$ cat config.mk
export PLATFORM = sky130hd
export DESIGN_NAME = riscv_instr_port_arbiter
export DESIGN_NICKNAME = d
export VERILOG_FILES = /design/src/rtl/riscv_instr_port_arbiter.sv
export SDC_FILE = /design/constraint.sdc
export NUM_CORES = 1
export LEC_CHECK = 0
export ABC_AREA = 1
export BUFFER_PORTS_ARGS = -buffer_cell sky130_fd_sc_hd__buf_2
export CAP_MARGIN = 30
export CORE_AREA = 2 2 80 82
export DETAILED_ROUTE_END_ITERATION = 7
export DIE_AREA = 0 0 82 84
export PLACE_DENSITY = 0.72
export SYNTH_ARGS = -nofsm -noshare
export SYNTH_HDL_FRONTEND = slang
export SYNTH_SLANG_ARGS = --single-unit
$ cat constraint.sdc
create_clock -name clk -period 2.7 [get_ports clk]
set_input_delay 0.405 -clock clk [delete_from_list [all_inputs] [get_ports clk]]
set_output_delay 0.405 -clock clk [all_outputs]
set_load 0.02 [all_outputs]
$ cat src/rtl/riscv_instr_port_arbiter.sv
// Two-master arbiter for one req/gnt/rvalid instruction-memory port.
// Round-robin selection held until grant; an ID FIFO routes in-order responses back.
module riscv_instr_port_arbiter #(
  parameter int ADDR_WIDTH      = 32,
  parameter int DATA_WIDTH      = 32,
  parameter int MAX_OUTSTANDING = 2
) (
  input  logic                  clk,
  input  logic                  rst,
  input  logic                  m0_req_i,
  input  logic [ADDR_WIDTH-1:0] m0_addr_i,
  output logic                  m0_gnt_o,
  output logic                  m0_rvalid_o,
  output logic [DATA_WIDTH-1:0] m0_rdata_o,
  input  logic                  m1_req_i,
  input  logic [ADDR_WIDTH-1:0] m1_addr_i,
  output logic                  m1_gnt_o,
  output logic                  m1_rvalid_o,
  output logic [DATA_WIDTH-1:0] m1_rdata_o,
  output logic                  mem_req_o,
  output logic [ADDR_WIDTH-1:0] mem_addr_o,
  input  logic                  mem_gnt_i,
  input  logic                  mem_rvalid_i,
  input  logic [DATA_WIDTH-1:0] mem_rdata_i,
  output logic                  busy_o,
  output logic                  err_o,
  output logic [1:0]            dbg_state_o
);

  // Handshake: a request transfers in any cycle where req and gnt are both high;
  // the address must stay stable while req is high and ungranted; each accepted
  // request is answered by exactly one rvalid, in order, at least one cycle later.

  typedef enum logic [1:0] {
    ARB   = 2'd0,
    HOLD0 = 2'd1,
    HOLD1 = 2'd2
  } state_e;

  localparam int PTR_W = (MAX_OUTSTANDING > 1) ? $clog2(MAX_OUTSTANDING) : 1;
  localparam int CNT_W = $clog2(MAX_OUTSTANDING + 1);
  localparam logic [CNT_W-1:0] CNT_MAX  = CNT_W'(MAX_OUTSTANDING);
  localparam logic [PTR_W-1:0] PTR_LAST = PTR_W'(MAX_OUTSTANDING - 1);

  state_e                     state_q, state_d;
  logic                       last_q, last_d;
  logic [CNT_W-1:0]           cnt_q, cnt_d;
  logic [PTR_W-1:0]           wr_ptr_q, wr_ptr_d;
  logic [PTR_W-1:0]           rd_ptr_q, rd_ptr_d;
  logic [MAX_OUTSTANDING-1:0] ids_q, ids_d;

  logic full, winner, sel, sel_req, push, pop, cnt_nz, head;

  function automatic logic [PTR_W-1:0] ptr_inc(input logic [PTR_W-1:0] p);
    return (p == PTR_LAST) ? '0 : p + PTR_W'(1);
  endfunction

  // Selection and memory-side request
  always_comb begin
    full   = (cnt_q == CNT_MAX);
    cnt_nz = (cnt_q != '0);
    winner = 1'b0;
    if (m0_req_i && m1_req_i) winner = ~last_q;
    else if (m1_req_i)        winner = 1'b1;
    case (state_q)
      HOLD0:   sel = 1'b0;
      HOLD1:   sel = 1'b1;
      default: sel = winner;
    endcase
    sel_req    = sel ? m1_req_i : m0_req_i;
    mem_req_o  = sel_req & ~full;
    mem_addr_o = sel_req ? (sel ? m1_addr_i : m0_addr_i) : '0;
    push       = mem_req_o & mem_gnt_i;
    pop        = mem_rvalid_i & cnt_nz;
    m0_gnt_o   = push & ~sel;
    m1_gnt_o   = push & sel;
    head        = ids_q[rd_ptr_q];
    m0_rvalid_o = pop & ~head;
    m1_rvalid_o = pop & head;
    m0_rdata_o  = mem_rdata_i;
    m1_rdata_o  = mem_rdata_i;
    err_o       = mem_rvalid_i & ~cnt_nz;
    busy_o      = cnt_nz | mem_req_o;
    dbg_state_o = state_q;
  end

  // FSM next state and round-robin pointer
  always_comb begin
    state_d = state_q;
    last_d  = last_q;
    case (state_q)
      ARB: begin
        if (sel_req) begin
          if (push) last_d = sel;
          else      state_d = sel ? HOLD1 : HOLD0;
        end
      end
      HOLD0, HOLD1: begin
        if (!sel_req) begin
          state_d = ARB;
        end else if (push) begin
          last_d  = sel;
          state_d = ARB;
        end
      end
      default: state_d = ARB;
    endcase
  end

  // Outstanding-ID FIFO; a simultaneous push and pop keeps the count
  always_comb begin
    ids_d    = ids_q;
    wr_ptr_d = wr_ptr_q;
    rd_ptr_d = rd_ptr_q;
    cnt_d    = cnt_q;
    if (push) begin
      ids_d[wr_ptr_q] = sel;
      wr_ptr_d        = ptr_inc(wr_ptr_q);
    end
    if (pop) rd_ptr_d = ptr_inc(rd_ptr_q);
    case ({push, pop})
      2'b10:   cnt_d = cnt_q + CNT_W'(1);
      2'b01:   cnt_d = cnt_q - CNT_W'(1);
      default: cnt_d = cnt_q;
    endcase
  end

  always_ff @(posedge clk) begin
    if (rst) begin
      state_q  <= ARB;
      last_q   <= 1'b1;
      cnt_q    <= '0;
      wr_ptr_q <= '0;
      rd_ptr_q <= '0;
      ids_q    <= '0;
    end else begin
      state_q  <= state_d;
      last_q   <= last_d;
      cnt_q    <= cnt_d;
      wr_ptr_q <= wr_ptr_d;
      rd_ptr_q <= rd_ptr_d;
      ids_q    <= ids_d;
    end
  end

endmodule

==> impl_metrics.env <==
export IMPL_required_ps=2300
export IMPL_clockRootBuffer="clkbuf_8"
export IMPL_dpl_cell_count=435
export IMPL_slowest_delay_ps=390
export IMPL_finalHoldViolCount=0
export IMPL_first_pass_iters=4
export IMPL_synth_top_family_by_area="buffers and inverters"
export IMPL_ioPinCount=207
export IMPL_worstPathArrival_ps=2040
export IMPL_clk_pin_slew_worst_paths_ps=50
export IMPL_post_cts_setup_buffers=0
export IMPL_setup_tns_final_ps=0
export IMPL_pwr_density_cell_nw_per_um2=535
export IMPL_crit_buf_inv=4
export IMPL_portBuffers=110
export IMPL_crit_chain="inv_1, ha_1, inv_1, nand3_2, nand3_2, and2_4, nand2_1, inv_1, buf_2"
export IMPL_stdcell_count=439
export IMPL_synth_top_area_share=0.290
export IMPL_cp_max_fo=32
export IMPL_ys_ff_latch=9
export IMPL_rsz0062_at_grt="false"
export IMPL_die_area_um2=6890
export IMPL_ys_seq_area_frac=0.102
export IMPL_fin_crit_ps=2440
export IMPL_outcome="finished, final reports clean"
export IMPL_worst_slew_pin_slew_ps=378
export IMPL_max_freq_mhz=409
export IMPL_synthTopCellsByArea="nand2_1 29%, buf_4 29%, dfxtp_1 10%, inv_1 9.4%, ha_1 2.8%"
export IMPL_htree_levels=1
export IMPL_grt_max_degree=33
export IMPL_clock_latency_ps=230
export IMPL_numCtsBuffers=3
export IMPL_drt_iter0_drc=38
export IMPL_synth_fa_ha_area_frac=0.0284
export IMPL_power_leakage_nw=1.37
export IMPL_yosys_warnings=0
export IMPL_antenna_found_initial=0
export IMPL_grt_pass1_wl_um=6910
export IMPL_synthToLayoutAreaGrowth_pct=9.25
export IMPL_die_height_um=84
export IMPL_synth_compound_area_frac=0.0484
export IMPL_hp_class="primary input to register"
export IMPL_min_period_over_period=0.905
export IMPL_slowest_stage="and2_4"
export IMPL_mostFrequentLayoutCells="136 x nand2_1, 110 x buf_2, 44 x inv_1"
export IMPL_clock_sinks=9
export IMPL_grt_pass1_vias=1659
export IMPL_grt_total_usage=0.123
export IMPL_wire_per_inst_um=10.4
export IMPL_holdBufCountCts=0
export IMPL_routabilityCongestion=0.722
export IMPL_maxSlewHeadroom=0.748
export IMPL_synth_mux_area_frac=0
export IMPL_synth_cell_types=23
export IMPL_drc=0
export IMPL_finish_utilization=0.315
export IMPL_critPathKind="register to output pin"
export IMPL_synth_largest_area_cell="nand2_1"
export IMPL_n_fill_cell=708
export IMPL_fin_hold_ws_ps=391
export IMPL_final_common_cell="nand2_1"
export IMPL_cts_resized_gates=0
export IMPL_synth_xor_area_frac=0
export IMPL_netlist_area_um2=1760
export IMPL_gr_total_overflow=0
export IMPL_antennaDiodeCount=0
export IMPL_post_dp_hpwl_um=3770
export IMPL_start_util=0.289
export IMPL_end_kind="output pin"
export IMPL_skew_ps=3.57
export IMPL_ir_worst_vdd_mv=0.349
export IMPL_cp_common_cell="inv_1"
export IMPL_syn_nets=425
export IMPL_cp_start_kind="register"
export IMPL_drive_above_1_share=0.373
export IMPL_max_cap_viol_count=0
export IMPL_cts_max_path_buffers=2
export IMPL_report_final_slew_viol_count=0
export IMPL_via_per_inst=4.15
export IMPL_total_power_mw=1.03
export IMPL_die_width_um=82
export IMPL_core_area_um2=6100
export IMPL_cts_tree="built"
export IMPL_crit_family="simple AND/OR/NAND/NOR gates"
export IMPL_finalNetCount=469
export IMPL_finalWirelength_um=4570
export IMPL_ant_nets=0
export IMPL_avgSynthCellArea_um2=5.51
export IMPL_synth_cells=319
export IMPL_rows=29
export IMPL_vias=1820
export IMPL_setup_viol=0
export IMPL_synth_simple_area_share=0.392
## metal layers
layer	track usage	up-vias	routed length (um)
li1	-	951	-
met1	0.120	756	1660
met2	0.240	111	2380
met3	0.0368	2	518
met4	0.0348	0	10
met5	0	-	0
## kinds of logic (layout without fill, tap and decap cells)
group / after synthesis / count (layout)
AO/OA/AOI/OAI: 15 / 15
buffers and inverters: 124 / 167
AND/OR/NAND/NOR: 167 / 167
adder cells (fa/ha/maj): 4 / 4
flip-flops: 9 / 9
## Yosys cell counts (all sizes together)
cell	count
nand2	143
buf	74
inv	50
nor2	12
dfxtp	9
nand3	9
a21oi	8
o21ai	5
ha	4
and2	1
nor3	1
o2111ai	1
o211ai	1
or2	1
## metrics by stage
| step | setup WS, ps | instance area, um^2 |
|---|---|---|
| 6_report | 256 | 1920 |
| 5_1_grt | 72.3 | 1920 |
| 4_1_cts | 168 | 1920 |
| 3_5_place_dp | 427 | 1870 |
| 3_3_place_gp | 503 | 1870 |
| 2_1_floorplan | 470 | 1760 |
## flip-flops by register name, indices dropped and copies added (netlist names)
register	cells
cnt_q	2
dbg_state_o	2
wr_ptr_q	1
rd_ptr_q	1
ids_q	2
last_q	1
## where the power goes
part | total (mW) | switching [mW] | internal, mW
sequential | 0.181 | 0.0241 | 0.157
clock | 0.156 | 0.0531 | 0.103
combinational | 0.691 | 0.447 | 0.244
total | 1.03 | 0.524 | 0.504
## cell type report
cell class                 count  area (um^2)  area share
clock buffer                   4         45.0      0.0234
timing repair buffer         113          586       0.305
multi-input combinational    186          825       0.429
sequential                     9          180      0.0938
tap                           77         96.3      0.0501
inverter                      50          190      0.0990
## worst paths after layout
| check | start | to | slack [ps] | depth (start not counted) |
|---|---|---|---|---|
| worst max-delay path | dbg_state_o[0]$_SDFFE_PP0P_ | mem_addr_o[30] | 260 | 9 |
| worst min register to register | rd_ptr_q$_SDFFE_PP0N_ | rd_ptr_q$_SDFFE_PP0N_ | 470 | 1 |
| worst min-delay path | rst | ids_q[0]$_SDFFE_PP0P_ | 390 | 2 |
| worst max register to register | dbg_state_o[0]$_SDFFE_PP0P_ | cnt_q[1]$_SDFFE_PP0P_ | 510 | 14 |
(Power assumes the default switching activity.)
